### src/rtl/alu_exec_control.sv
// ID-stage main decoder, EX-aligned immediate/load-store flags, ALU-control
// decoder and the integer ALU of the 5-stage pipeline.
module alu_exec_control #(
    parameter int DATA_W = 32
) (
    input  logic              clk,
    input  logic              reset,
    input  logic [5:0]        opcode,
    output logic [8:0]        op_out,
    output logic              jmp,
    output logic              bne,
    output logic              immediate,
    output logic              andi,
    output logic              ori,
    output logic              addi,
    output logic              ls,
    input  logic [5:0]        ex_funct,
    input  logic [1:0]        ex_alu_op,
    input  logic [DATA_W-1:0] data_a,
    input  logic [DATA_W-1:0] data_b,
    input  logic              alu_stall,
    output logic [2:0]        alu_ctrl,
    output logic [DATA_W-1:0] result,
    output logic              zero
);

    localparam logic [5:0] OP_RTYPE = 6'b000000;
    localparam logic [5:0] OP_LW    = 6'b100011;
    localparam logic [5:0] OP_SW    = 6'b101011;
    localparam logic [5:0] OP_BEQ   = 6'b000100;
    localparam logic [5:0] OP_BNE   = 6'b000101;
    localparam logic [5:0] OP_J     = 6'b000010;
    localparam logic [5:0] OP_ADDI  = 6'b001000;
    localparam logic [5:0] OP_ANDI  = 6'b001100;
    localparam logic [5:0] OP_ORI   = 6'b001101;

    localparam logic [5:0] FN_ADD = 6'b100000;
    localparam logic [5:0] FN_SUB = 6'b100010;
    localparam logic [5:0] FN_AND = 6'b100100;
    localparam logic [5:0] FN_OR  = 6'b100101;
    localparam logic [5:0] FN_XOR = 6'b100110;
    localparam logic [5:0] FN_NOR = 6'b100111;
    localparam logic [5:0] FN_SLT = 6'b101010;

    localparam logic [2:0] ALU_AND = 3'b000;
    localparam logic [2:0] ALU_OR  = 3'b001;
    localparam logic [2:0] ALU_ADD = 3'b010;
    localparam logic [2:0] ALU_NOR = 3'b011;
    localparam logic [2:0] ALU_XOR = 3'b100;
    localparam logic [2:0] ALU_SUB = 3'b110;
    localparam logic [2:0] ALU_SLT = 3'b111;

    // Control word layout: {MemtoReg,RegWrite, Branch,MemRead,MemWrite, RegDst,ALUSrc,ALUOp[1:0]}
    always_comb begin
        op_out    = 9'b0;
        jmp       = 1'b0;
        bne       = 1'b0;
        immediate = 1'b0;
        andi      = 1'b0;
        ori       = 1'b0;
        addi      = 1'b0;
        ls        = 1'b0;
        case (opcode)
            OP_RTYPE: op_out = 9'b01_000_1010;
            OP_LW: begin
                op_out = 9'b11_010_0100;
                ls     = 1'b1;
            end
            OP_SW: begin
                op_out = 9'b00_001_0100;
                ls     = 1'b1;
            end
            OP_BEQ: op_out = 9'b00_100_0001;
            OP_BNE: begin
                op_out = 9'b00_100_0001;
                bne    = 1'b1;
            end
            OP_J: jmp = 1'b1;
            OP_ADDI: begin
                op_out    = 9'b01_000_0100;
                immediate = 1'b1;
                addi      = 1'b1;
            end
            OP_ANDI: begin
                op_out    = 9'b01_000_0111;
                immediate = 1'b1;
                andi      = 1'b1;
            end
            OP_ORI: begin
                op_out    = 9'b01_000_0111;
                immediate = 1'b1;
                ori       = 1'b1;
            end
            default: ;
        endcase
    end

    // Flags follow the instruction into EX; a bubble zeroes ALUOp externally,
    // so loading them unconditionally during stalls is harmless.
    logic p_andi_d, p_ori_d, p_addi_d, p_ls_d;
    logic p_andi_q, p_ori_q, p_addi_q, p_ls_q;

    always_comb begin
        p_andi_d = andi;
        p_ori_d  = ori;
        p_addi_d = addi;
        p_ls_d   = ls;
    end

    always_ff @(posedge clk) begin
        if (reset) begin
            p_andi_q <= 1'b0;
            p_ori_q  <= 1'b0;
            p_addi_q <= 1'b0;
            p_ls_q   <= 1'b0;
        end else begin
            p_andi_q <= p_andi_d;
            p_ori_q  <= p_ori_d;
            p_addi_q <= p_addi_d;
            p_ls_q   <= p_ls_d;
        end
    end

    always_comb begin
        alu_ctrl = ALU_ADD;
        if (p_ls_q) begin
            alu_ctrl = ALU_ADD;
        end else begin
            case (ex_alu_op)
                2'b00: alu_ctrl = ALU_ADD;
                2'b01: alu_ctrl = ALU_SUB;
                2'b10: begin
                    case (ex_funct)
                        FN_ADD:  alu_ctrl = ALU_ADD;
                        FN_SUB:  alu_ctrl = ALU_SUB;
                        FN_AND:  alu_ctrl = ALU_AND;
                        FN_OR:   alu_ctrl = ALU_OR;
                        FN_XOR:  alu_ctrl = ALU_XOR;
                        FN_NOR:  alu_ctrl = ALU_NOR;
                        FN_SLT:  alu_ctrl = ALU_SLT;
                        default: alu_ctrl = ALU_ADD;
                    endcase
                end
                default: begin
                    if (p_andi_q)      alu_ctrl = ALU_AND;
                    else if (p_ori_q)  alu_ctrl = ALU_OR;
                    else               alu_ctrl = ALU_ADD;
                end
            endcase
        end
    end

    logic slt_bit;
    assign slt_bit = ($signed(data_a) < $signed(data_b));

    always_comb begin
        result = '0;
        if (!alu_stall) begin
            case (alu_ctrl)
                ALU_AND: result = data_a & data_b;
                ALU_OR:  result = data_a | data_b;
                ALU_ADD: result = data_a + data_b;
                ALU_NOR: result = ~(data_a | data_b);
                ALU_XOR: result = data_a ^ data_b;
                ALU_SUB: result = data_a - data_b;
                ALU_SLT: result = {{(DATA_W-1){1'b0}}, slt_bit};
                default: result = '0;
            endcase
        end
    end

    assign zero = (result == '0);

endmodule

### config.mk
export PLATFORM = sky130hd
export DESIGN_NAME = alu_exec_control
export DESIGN_NICKNAME = d
export VERILOG_FILES = /design/src/rtl/alu_exec_control.sv
export SDC_FILE = /design/constraint.sdc
export NUM_CORES = 1
export LEC_CHECK = 0
export BUFFER_PORTS_ARGS = -buffer_cell sky130_fd_sc_hd__buf_2
export CAP_MARGIN = 20
export CORE_MARGIN = 10
export CORE_UTILIZATION = 35
export DETAILED_ROUTE_END_ITERATION = 8
export PLACE_DENSITY = 0.55
export SLEW_MARGIN = 40
export SYNTH_ARGS = -nofsm -noshare
export SYNTH_HDL_FRONTEND = slang
export SYNTH_SLANG_ARGS = --single-unit
export TNS_END_PERCENT = 10
### constraint.sdc
create_clock -name clk -period 11.8 [get_ports clk]
set_clock_uncertainty 0.1 [all_clocks]
set_input_delay 1.77 -clock clk [delete_from_list [all_inputs] [get_ports clk]]
set_output_delay 1.77 -clock clk [all_outputs]
set_load 0.05 [all_outputs]
# Word level (Yosys, flattened, before mapping)
# Cells that the tools add are included.
# W data, S select, Z words.
# classes
n_eq_ne,22
n_reduce_logical,8
order_cmp,1
muxes,15
bitwise,4
addsub,2
# ops
cell,count
$pmux W32 S7,1
$pmux W9 S6,1
$eq A6 B6 Y1 const B,8
$add A32 B32 Y32,1
$and A32 B32 Y32,1
$logic_not A32 Y1,1
$lt A32 B32 Y1,1
$mux W32,1
$not A32 Y32,1
$or A32 B32 Y32,1
$sub A32 B32 Y32,1
$xor A32 B32 Y32,1
$eq A6 B4 Y1 const B,3
$pmux W3 S6,1
$eq A6 B3 Y1 const B,2
$eq A3 B3 Y1 const B,3
$pmux W3 S3,1
$mux W1,7
$eq A3 B2 Y1 const B,2
$eq A6 B2 Y1 const B,1
$logic_not A6 Y1,1
$reduce_or A2 Y1,3
$mux W2,2
$eq A3 B1 Y1 const B,1
other kinds (6),6
# totals
output_inout_bits,52
word_cells,55
register_bits,3

# Depth between registers and ports, before layout
# logic_depth
ltp_word,8
mapped_depth,16

# Worst setup path after synthesis
# OpenSTA, ideal clock, no wires.
# synth_timing
path_type,input-to-output
start,input data_a[0]
end,output zero
n_path_buf,0
t_arrival_ns,5.900
cell_stages,15
required_time_ns,9.930
setup_slack_ns,4.030
cell_sequence,inv_1 ha_1 inv_1 fa_1 nand2b_1 a2111oi_0 or3_1 a31o_2 a21oi_1 xnor2_1 o311ai_0 nor3_1 and4_1 nand4_1 nor4_2
# synth_rtl
element,line_no,rtl
from (decl),19,"input logic [DATA_W-1:0] data_a,"
$sub A32 B32 Y32 / $add A32 B32 Y32 (equally long branches),"165, 162",
$pmux W32 S7 (*),159,case (alu_ctrl)
$mux W32 (*),158,if (!alu_stall) begin
via result[16],23,"output logic [DATA_W-1:0] result,"
$logic_not A32 Y1 (*),172,assign zero = (result == '0);
to (decl),24,output logic zero
# The timed path passes the listed nets; every way through them passes the cells marked *.

# Worst setup path in the final report
# layout_timing
start,input data_a[9]
end,output zero
# layout_via
elab_chain_cells,5
# layout_lines
element,line_no
branches (longest 2 deep; another with $sub A32 B32 Y32),n/a
$pmux W32 S7 (*),159
$mux W32 (*),158
$logic_not A32 Y1 (*),172
# Every way passes the cells marked *.

==> run_results.csv <==
group,metric,value,unit
run_status,status,"finished, final reports clean",
worst_hold_path,min_from,"reset",
power_and_ir_drop,powerDensity,67.2,mW/mm2
logic_synthesis,ys_warn_count,0,
worst_hold_path,min_path_type,"in -> reg",
timing,hold_viol,0,
floorplan,die_h,155,um
critical_path,worstPathArrival,5.81,ns
cells_and_area,nFillCells,1997,
logic_synthesis,synth_commonest_cells,"102 x inv_1, 96 x a21oi_1, 96 x ha_1",
cells_and_area,regArea,60.1,um2
floorplan,initial_core_util,35.5,%
route,postRouteAntennaNets,0,
logic_synthesis,synth_ff_type,"dfxtp_1",
floorplan,dieArea,0.0240,mm2
timing,totalNegativeSetupSlack,0,ns
logic_synthesis,yosysMostFrequentCell,"inv_1",
placement,place_hpwl,22.5,mm
clock_network,cts-hold-fix-buffers,0,
global_routing,grt-ovfl-total,0,
power_and_ir_drop,ir_worst_vdd,38.0,uV
flow_run,max_cap_viol_count,0,
global_routing,grt_pass1_wl,43.0,mm
route,wirelength,28.4,mm
clock_network,numCtsBuffers,3,
timing,setup_viol,0,
route,drc,0,
floorplan,core,0.0179,mm2
clock_network,cts_resized,0,
cells_and_area,area_delta_synth_final,13.1,%
global_routing,grt_max_degree,45,
clock_network,postCtsSetupBuffers,0,
logic_synthesis,netlist_area,0.00636,mm2
critical_path,worst_setup_path_start_kind,"input port",
critical_path,end_kind,"output pin",
timing,worstMarginPinSlew,0.721,ns
logic_synthesis,synth.area.top_cells,"ha_1 19%, a21oi_1 7.6%, inv_1 6.0%, nor2_1 5.4%, nand2_1 4.0%",
floorplan,io_pins,133,
placement,portBuffers,132,
floorplan,die_w,155,um
logic_synthesis,synth_edf_count,0,
worst_hold_path,whs_path_depth,2,
clock_network,cts_sinks,3,
clock_network,htreeDepth,1,
critical_path,critical_path_class,"in -> out",
logic_synthesis,seq_area_frac_synth,0.945,%
timing,fin_crit_sh,65.1,%
critical_path,crit_fanout,17,
logic_synthesis,yosys.area.top_type_share,18.9,%
timing,slew_viol_final,0,
cells_and_area,drive_gt1_share,17.4,%
power_and_ir_drop,total_power,0.000483,W
global_routing,grt_usage,22.0,%
cells_and_area,diodes,0,
cells_and_area,multiInputGateArea,0.00563,mm2
clock_network,path_clk_slew,0.03,ns
route,firstDrtPassIters,6,
route,drt-vias-per-instance,6.21,
logic_synthesis,synth_nets,1157,
logic_synthesis,synthCells,978,
logic_synthesis,synthArstFlopShare,0,%
global_routing,grt_pass1_vias,7508,
clock_network,root_buffer,"clkbuf_16",
floorplan,rows,49,
cells_and_area,fin_nets,1240,
placement,finalWeightedCongestion,0.978,
logic_synthesis,synth_cell_types,97,
timing,fmax,130,MHz
clock_network,cts_tree,"done",
timing,rsz0062_at_grt,"false",
route,drtIter0Drc,988,
timing,period_needed,7.68,ns
logic_synthesis,ys_seq_elements,3,
route,via_count,8010,
critical_path,cp_data_required_time,9.93,ns
worst_hold_path,min_to,"p_ls_q",
power_and_ir_drop,power.leakage,3.41,nW
clock_network,clock_path_buffers,2,
global_routing,antenna_found_initial,1,
timing,relSlewSlack,51.8,%
logic_synthesis,avgSynthCellArea,6.50,um2
route,wire_per_inst,22.0,um
logic_synthesis,yosysTopAreaCell,"ha_1",
==> where the power goes <==
part / switching, W / internal [W] / total (W)
Clock: 0.00000944 / 0.0000446 / 0.0000540
Sequential: 0.0000000340 / 0.0000103 / 0.0000103
Combinational: 0.000287 / 0.000132 / 0.000418
Total: 0.000296 / 0.000186 / 0.000483
==> through the flow <==
stage | setup WS [ns] | util [%] | hold slack (ns) | area, um2 | cells
3_3_place_gp | 4.01 | 39.5 | 1.87 | 7080 | 1284
5_1_grt | 3.86 | 40.1 | 1.64 | 7190 | 1289
6_report | 4.12 | 40.1 | 1.64 | 7190 | 1289
2_1_floorplan | 4.03 | - | 1.74 | 6360 | 978
4_1_cts | 4.00 | 40.1 | 1.64 | 7180 | 1289
3_5_place_dp | 4.02 | 39.6 | 1.87 | 7100 | 1285
==> worst max path at each step <==
stage / start / end / slack (ns)
2_1_floorplan: data_a[0] / zero / 4.03
3_3_place_gp: ex_alu_op[0] / zero / 4.01
3_5_place_dp: ex_alu_op[0] / zero / 4.02
4_1_cts: ex_alu_op[0] / zero / 4.00
5_1_grt: data_a[0] / zero / 3.86
6_report: data_a[9] / zero / 4.12
==> cell families (layout without fill, tap and decap cells) <==
kind of cell,count (synthesis),after routing,synth area share (%)
AO/OA/AOI/OAI,347,347,37.5
XOR/XNOR,22,22,3.03
adder cells (fa/ha/maj),98,98,19.5
buffers and inverters,166,248,11.0
flip-flops,3,3,0.945
multiplexers,7,7,1.12
AND/OR/NAND/NOR,335,335,26.8
==> metal layers <==
metal | part of all wire (%) | track usage, %
met5 | 0 | 0
met4 | 4.4 | 8.01
met3 | 9.9 | 4.10
met2 | 44 | 34.6
met1 | 42 | 29.0
==> critical path: stages <==
cell and delay, ns:
buf_2 0.10, inv_1 0.04, ha_1 0.62, nand4_1 0.19, o221ai_1 0.32, a21boi_0 0.21
o21ai_0 0.59, nor2_1 0.21, a22o_1 0.28, nor3_1 0.14, nor3_1 0.10, nor4_1 0.43
nand4_1 0.25, nor4_2 0.25, buf_2 0.30
==> placed cells by master (no fill, tap or decap), types with 7 or more instances in the layout <==
cell type / count
nor2b_1: 9
nand3_1: 20
a21o_1: 15
buf_2: 131
ha_1: 96
o31ai_1: 10
buf_4: 8
inv_1: 102
a22oi_1: 7
a21oi_1: 95
nor4_1: 14
a31oi_1: 20
nand2b_1: 9
or3_1: 16
xnor2_1: 17
a211oi_1: 10
o22ai_1: 19
nand2_1: 68
and3_1: 11
o21bai_1: 12
nor2_1: 92
nor3_1: 46
nand4_1: 8
o21ai_0: 45
and2_1: 9
a221oi_1: 13
o211ai_1: 12
==> area by class of cell <==
| cell class | instances | area share [%] |
|---|---|---|
| Multi-Input combinational cell | 809 | 78.3 |
| Timing Repair Buffer | 140 | 10.2 |
| Inverter | 104 | 5.61 |
| Tap cell | 229 | 3.99 |
| Clock buffer | 4 | 1.10 |
| Sequential cell | 3 | 0.836 |
==> flip-flops by register name, summed over array words and instances (netlist names) <==
register	flops
p_ls_q	1
p_ori_q	1
p_andi_q	1
No activity file was read; power rests on OpenSTA's default activity.
